## config.mk

```make
export PLATFORM = sky130hd
export DESIGN_NAME = fde_control_flat
export DESIGN_NICKNAME = d
export VERILOG_FILES = /design/src/rtl/fde_if.sv /design/src/rtl/fde_control.sv /design/src/flat_wrapper.sv
export SDC_FILE = /design/constraint.sdc
export NUM_CORES = 1
export LEC_CHECK = 0
export ABC_AREA = 0
export ABC_CLOCK_PERIOD_IN_PS = 1700
export CORE_UTILIZATION = 42
export CTS_BUF_LIST = sky130_fd_sc_hd__clkbuf_8 sky130_fd_sc_hd__clkbuf_16
export CTS_CLUSTER_SIZE = 20
export DETAILED_ROUTE_END_ITERATION = 12
export PLACE_DENSITY = 0.76
export SYNTH_ARGS = -nofsm -noshare
export SYNTH_HDL_FRONTEND = slang
export SYNTH_SLANG_ARGS = --single-unit
```

## constraint.sdc

```tcl
create_clock -name clk -period 1.7 [get_ports clk]
set_input_delay 0.255 -clock clk [delete_from_list [all_inputs] [get_ports clk]]
set_output_delay 0.255 -clock clk [all_outputs]
set_load 0.02 [all_outputs]
```

## src/rtl/fde_if.sv

```systemverilog
// Bus bundle between the fde_control sequencer and the instruction memory,
// register file and ALU.
interface fde_if #(
    parameter int PC_W = 8
);
    // Instruction-memory fetch handshake
    logic            imem_req;
    logic [PC_W-1:0] imem_addr;
    logic [15:0]     imem_rdata;
    logic            imem_valid;

    // Register-file addressing and write strobe
    logic [3:0]      rf_raddr1;
    logic [3:0]      rf_raddr2;
    logic [3:0]      rf_waddr;
    logic            rf_we;

    // ALU control and status
    logic [3:0]      alu_op;
    logic            alu_zero;

    // Sequencer side
    modport master (
        output imem_req, imem_addr, rf_raddr1, rf_raddr2, rf_waddr, rf_we, alu_op,
        input  imem_rdata, imem_valid, alu_zero
    );

    // Memory / register file / ALU side
    modport slave (
        input  imem_req, imem_addr, rf_raddr1, rf_raddr2, rf_waddr, rf_we, alu_op,
        output imem_rdata, imem_valid, alu_zero
    );
endinterface

```

## src/rtl/fde_control.sv

```systemverilog
// Multi-cycle fetch/decode/execute sequencer for the 16-bit miniCPU.
// Owns the PC and the instruction register, and steps each instruction
// through FETCH -> DECODE -> EXEC (-> WB) before the next fetch.
module fde_control #(
    parameter int              PC_W     = 8,
    parameter logic [PC_W-1:0] RESET_PC = '0
) (
    input  logic            clk,
    input  logic            reset,
    input  logic            run,
    fde_if.master           bus,
    output logic [PC_W-1:0] pc,
    output logic            halted,
    output logic            illegal,
    output logic [15:0]     retired
);

    typedef enum logic [2:0] {
        S_IDLE,
        S_FETCH,
        S_DECODE,
        S_EXEC,
        S_WB,
        S_HALT
    } state_t;

    localparam logic [3:0]      OP_JMP  = 4'hC;
    localparam logic [3:0]      OP_BZ   = 4'hD;
    localparam logic [3:0]      OP_HALT = 4'hF;
    localparam logic [PC_W-1:0] PC_ONE  = {{(PC_W-1){1'b0}}, 1'b1};

    state_t          state_q, state_d;
    logic [PC_W-1:0] pc_q, pc_d;
    logic [15:0]     ir_q, ir_d;
    logic            illegal_q, illegal_d;
    logic [15:0]     retired_q, retired_d;

    logic            imem_req_d;
    logic            rf_we_d;
    logic [3:0]      alu_op_d;

    // IR field split; targets are resized to the PC width (zero-extend or truncate)
    logic [3:0]      opcode;
    logic            is_alu;
    logic            is_reserved;
    logic [PC_W-1:0] jmp_target;
    logic [PC_W-1:0] bz_target;

    assign opcode      = ir_q[15:12];
    assign is_alu      = (opcode >= 4'h1) && (opcode <= 4'h7);
    assign is_reserved = ((opcode >= 4'h8) && (opcode <= 4'hB)) || (opcode == 4'hE);
    assign jmp_target  = PC_W'(ir_q[11:0]);
    assign bz_target   = PC_W'(ir_q[7:0]);

    // State register: reset abandons any in-flight fetch immediately
    always_ff @(posedge clk or posedge reset) begin
        if (reset) begin
            state_q   <= S_IDLE;
            pc_q      <= RESET_PC;
            ir_q      <= 16'h0000;
            illegal_q <= 1'b0;
            retired_q <= 16'h0000;
        end else begin
            state_q   <= state_d;
            pc_q      <= pc_d;
            ir_q      <= ir_d;
            illegal_q <= illegal_d;
            retired_q <= retired_d;
        end
    end

    // Next-state, PC/IR update and per-state strobes
    always_comb begin
        state_d    = state_q;
        pc_d       = pc_q;
        ir_d       = ir_q;
        illegal_d  = illegal_q;
        retired_d  = retired_q;
        imem_req_d = 1'b0;
        rf_we_d    = 1'b0;
        alu_op_d   = 4'h0;

        case (state_q)
            S_IDLE: begin
                if (run) begin
                    state_d = S_FETCH;
                end
            end
            S_FETCH: begin
                imem_req_d = 1'b1;
                if (bus.imem_valid) begin
                    ir_d    = bus.imem_rdata;
                    pc_d    = pc_q + PC_ONE;
                    state_d = S_DECODE;
                end
            end
            S_DECODE: begin
                state_d = S_EXEC;
            end
            S_EXEC: begin
                alu_op_d = opcode;
                if (is_alu) begin
                    state_d = S_WB;
                end else begin
                    // Non-ALU instructions retire here; a taken target replaces the +1 from FETCH
                    retired_d = retired_q + 16'd1;
                    if (opcode == OP_JMP) begin
                        pc_d = jmp_target;
                    end else if ((opcode == OP_BZ) && bus.alu_zero) begin
                        pc_d = bz_target;
                    end
                    if (is_reserved) begin
                        illegal_d = 1'b1;
                    end
                    state_d = (opcode == OP_HALT) ? S_HALT : S_FETCH;
                end
            end
            S_WB: begin
                rf_we_d   = 1'b1;
                retired_d = retired_q + 16'd1;
                state_d   = S_FETCH;
            end
            S_HALT: begin
                if (run) begin
                    state_d = S_FETCH;
                end
            end
            default: begin
                state_d = S_IDLE;
            end
        endcase
    end

    assign bus.imem_req  = imem_req_d;
    assign bus.imem_addr = pc_q;
    assign bus.rf_raddr1 = ir_q[11:8];
    assign bus.rf_raddr2 = ir_q[7:4];
    assign bus.rf_waddr  = ir_q[3:0];
    assign bus.rf_we     = rf_we_d;
    assign bus.alu_op    = alu_op_d;

    assign pc      = pc_q;
    assign halted  = (state_q == S_HALT);
    assign illegal = illegal_q;
    assign retired = retired_q;

endmodule

```

## src/flat_wrapper.sv

```systemverilog
// flat-port wrapper written by rule: the top's interface ports become plain ports
module fde_control_flat 
#(
    parameter int              PC_W     = 8,
    parameter logic [PC_W-1:0] RESET_PC = '0
)
  (clk, reset, run, pc, halted, illegal, retired, bus_imem_req, bus_imem_addr, bus_rf_raddr1, bus_rf_raddr2, bus_rf_waddr, bus_rf_we, bus_alu_op, bus_imem_rdata, bus_imem_valid, bus_alu_zero);
  fde_if #(.PC_W(PC_W)) bus_i ();
  input  logic clk;
  input  logic reset;
  input  logic run;
  output logic [PC_W-1:0] pc;
  output logic halted;
  output logic illegal;
  output logic [15:0] retired;
  output wire logic [$bits(bus_i.imem_req)-1:0] bus_imem_req;
  output wire logic [$bits(bus_i.imem_addr)-1:0] bus_imem_addr;
  output wire logic [$bits(bus_i.rf_raddr1)-1:0] bus_rf_raddr1;
  output wire logic [$bits(bus_i.rf_raddr2)-1:0] bus_rf_raddr2;
  output wire logic [$bits(bus_i.rf_waddr)-1:0] bus_rf_waddr;
  output wire logic [$bits(bus_i.rf_we)-1:0] bus_rf_we;
  output wire logic [$bits(bus_i.alu_op)-1:0] bus_alu_op;
  input wire logic [$bits(bus_i.imem_rdata)-1:0] bus_imem_rdata;
  input wire logic [$bits(bus_i.imem_valid)-1:0] bus_imem_valid;
  input wire logic [$bits(bus_i.alu_zero)-1:0] bus_alu_zero;
  assign bus_imem_req = bus_i.imem_req;
  assign bus_imem_addr = bus_i.imem_addr;
  assign bus_rf_raddr1 = bus_i.rf_raddr1;
  assign bus_rf_raddr2 = bus_i.rf_raddr2;
  assign bus_rf_waddr = bus_i.rf_waddr;
  assign bus_rf_we = bus_i.rf_we;
  assign bus_alu_op = bus_i.alu_op;
  assign bus_i.imem_rdata = bus_imem_rdata;
  assign bus_i.imem_valid = bus_imem_valid;
  assign bus_i.alu_zero = bus_alu_zero;
  fde_control #(.PC_W(PC_W), .RESET_PC(RESET_PC)) u_core (.clk(clk), .reset(reset), .run(run), .bus(bus_i), .pc(pc), .halted(halted), .illegal(illegal), .retired(retired));
endmodule
```

==> run summary <==
Die W - 76.9 µm
CTS hold repair buffers - 0
Fin crit share - 0.998
Routed wire length - 5.85 mm
Relative slew slack - 0.722
Power Density - 1890 mW/mm²
Core ar. - 0.00524 mm²
Full die area - 0.00591 mm²
Sequential fraction of the synthesis area - 0.468
Cell Rows - 26
Total CTS buffers - 5
Leakage power - 1.66 nW
Yosys warning total - 0
Worst hold path type - input port to async pin
Slowest CP cell - dfrtp_1
Unique masters post-synth - 47
CP Max Fanout - 7
Final WS setup - 0.00324 ns
Layout cells sized above 1 - 0.286
Syn-to-layout area delta - 49.0%
Result of the run - finished, final reports clean
Longest Clk Path Bufs - 2
Worst EP arrival - 1.87 ns
DRC violation total after the first TritonRoute iteration - 86
Total track usage - 0.198
# H-tree levels - 2
CP cell instances - buf_6 -> buf_12 -> nand2b_4 -> nor2_4 -> clkbuf_16 -> mux2_2
DRT Pass-1 Iters - 4
Maximum vdd drop - 0.911 mV
Worst Path Required - 1.88 ns
Placed inst area - 0.00313 mm²
Kind of critical path - register to register
Util after Layout - 0.670
IO Port Bufs - 72
R2R Setup Slk - 0.003 ns
Clk Latency, worst-skew pair - 0.30 ns
Final count of hold timing violations - 0
Max-Cap Viols - 0
CTS clk-pin slew, worst paths - 0.09 ns
Die Height - 76.9 µm
Setup WS pre-CTS - -0.111 ns
Final Max Slew Viols - 0
Initial Utilization - 0.450
Clk sinks - 44
Avg Cell Area, Syn - 10.9 µm²
Post-Syn Area - 0.00235 mm²
HPWL after DPL - 3.80 mm
Vias in the first global route - 1872
DR vias - 1960
Num ports - 73
Pin count of the biggest net entering global routing - 45
First-pass GRT wire length - 9.31 mm
CTS tree - done
Post-synthesis register bit count - 44
Worst-Margin Slew - 0.416 ns
Net count after synthesis - 240
N_diodes - 0
Post-Synthesis Cells - 217
Final Cell Area - 0.00351 mm²
Crit. End Element - register
Most frequent cells in the layout - 55 x clkdlybuf4s50_1, 42 x dfrtp_1, 24 x buf_4
Final min period - 1.70 ns
RSZ-0062 raised after global routing - true
DR vias/cell - 5.28
Crit path largest cell delay - 0.43 ns
Clock root buffer - clkbuf_8
Most common cell after layout, fill and taps aside - clkdlybuf4s50_1
Antenna Nets Post-Route - 0
Startpoint types - register
Initial antenna violation count - 0
DR WL/cell - 15.8 µm
Clock skew - 0.0110 ns
GPL Wtd Cong - 0.794
Total grt overflow - 0
# nets final - 323
Final setup fails - 0
Fmax - 589 MHz
Remaining DRCs - 0
==> worst paths after layout <==
check,start,endpoint,cells past startpoint
setup / recovery,u_core.state_q[1]$_DFFE_PP0P_,u_core.ir_q[12]$_DFFE_PP0P_,6
hold / removal,reset,u_core.bus.imem_addr[0]$_DFFE_PP0P_,3
max in group asynchronous,reset,u_core.retired[5]$_DFFE_PP0P_,3
hold reg to reg,u_core.retired[15]$_DFFE_PP0P_,u_core.retired[15]$_DFFE_PP0P_,1
setup reg to reg,u_core.state_q[1]$_DFFE_PP0P_,u_core.ir_q[12]$_DFFE_PP0P_,6
min in group clk,u_core.retired[15]$_DFFE_PP0P_,u_core.retired[15]$_DFFE_PP0P_,1
==> registers in the layout, indices dropped and copies added (netlist names) <==
name	count
u_core.retired	16
u_core.state_q	3
u_core.illegal	1
u_core.ir_q	16
u_core.bus.imem_addr	8
==> cell usage after synthesis, drive strengths merged <==
cell     count  area [µm²]
a211oi       3        35.0
a21boi       1        7.51
a21o         1        7.51
a21oi       10        50.1
a221oi       2        35.0
a22o         1        8.76
a2bb2oi      1        8.76
a31oi        1        6.26
a41o         1        10.0
and2         2        12.5
and3         1        6.26
and3b        1        8.76
and4         2        17.5
and4b        1        11.3
buf         27         225
clkbuf       1        3.75
dfrtp       44        1100
ha           2        25.0
inv          4        15.0
mux2        17         191
mux2i        1        10.0
nand2       17        63.8
nand2b       5        31.3
nand3       10        50.1
nand3b       1        7.51
nand4        3        18.8
nand4b       1        8.76
nor2        16        62.6
nor2b        1        6.26
nor3         3        26.3
nor3b        3        27.5
nor4         6        43.8
nor4b        2        17.5
o21ai        5        25.0
o22ai        3        18.8
o2bb2ai      1        8.76
or4b         1        10.0
xnor2        3        26.3
xor2        12         105
==> cells by family after synthesis <==
family | count (synthesis) | synth area share
and+or+nand+nor | 76 | 0.183
DFF | 44 | 0.468
xor gates and xnor gates | 15 | 0.0558
buffers and inverters | 32 | 0.104
muxes | 18 | 0.0855
adders and majority gates | 2 | 0.0106
AOI/OAI and AO/OA | 30 | 0.0941
==> where the power goes <==
group | total [mW] | internal [mW] | switching, mW | leakage (nW)
sequential | 1.91 | 1.44 | 0.464 | 0.540
clock | 0.802 | 0.435 | 0.367 | 0.0541
combinational | 3.90 | 1.99 | 1.91 | 1.07
==> what timing repair did <==
action                                  in CTS  in global routing
gates cloned                                 1                  1
resized for setup                           32                 33
pin swaps                                    3                 13
endpoints found under the setup margin      26                 40
setup buffers                                5                  3
==> worst max-delay path: cells and delay by family, from the launching register on <==
family                 cells  cell delay [ns]
buffers and inverters      3             0.46
DFF                        1             0.43
muxes                      1             0.33
and+or+nand+nor            2             0.36
==> per-layer routing <==
layer  track usage  part of all wire  vias up
met3        0.0357             0.066        4
met5             0                 0        -
met4        0.0577            0.0055        0
li1              -                 -      918
met1         0.278              0.43      962
met2         0.312              0.50       76
==> layout make-up <==
cell class / count / area, µm²
Multi-Input combinational cell: 142 / 1160
Clock buffer: 5 / 68.8
Inverter: 4 / 15.0
Tap cell: 70 / 87.6
Clock inverter: 3 / 42.5
Timing Repair Buffer: 103 / 1030
Sequential cell: 44 / 1100
Fill cell: 410 / 1730
==> per-stage QoR <==
step                power [mW]  setup TNS (ns)  hold WS [ns]  cells
floorplan                 4.17          -0.109         0.372    217
global placement          5.26          -0.533         0.442    353
detailed placement        5.34           -1.22         0.451    353
CTS                       6.36          -0.162         0.297    367
global route              6.99          -0.526         0.322    371
finish                    6.61               0         0.291    371
Power figures use the tool's default switching activity.
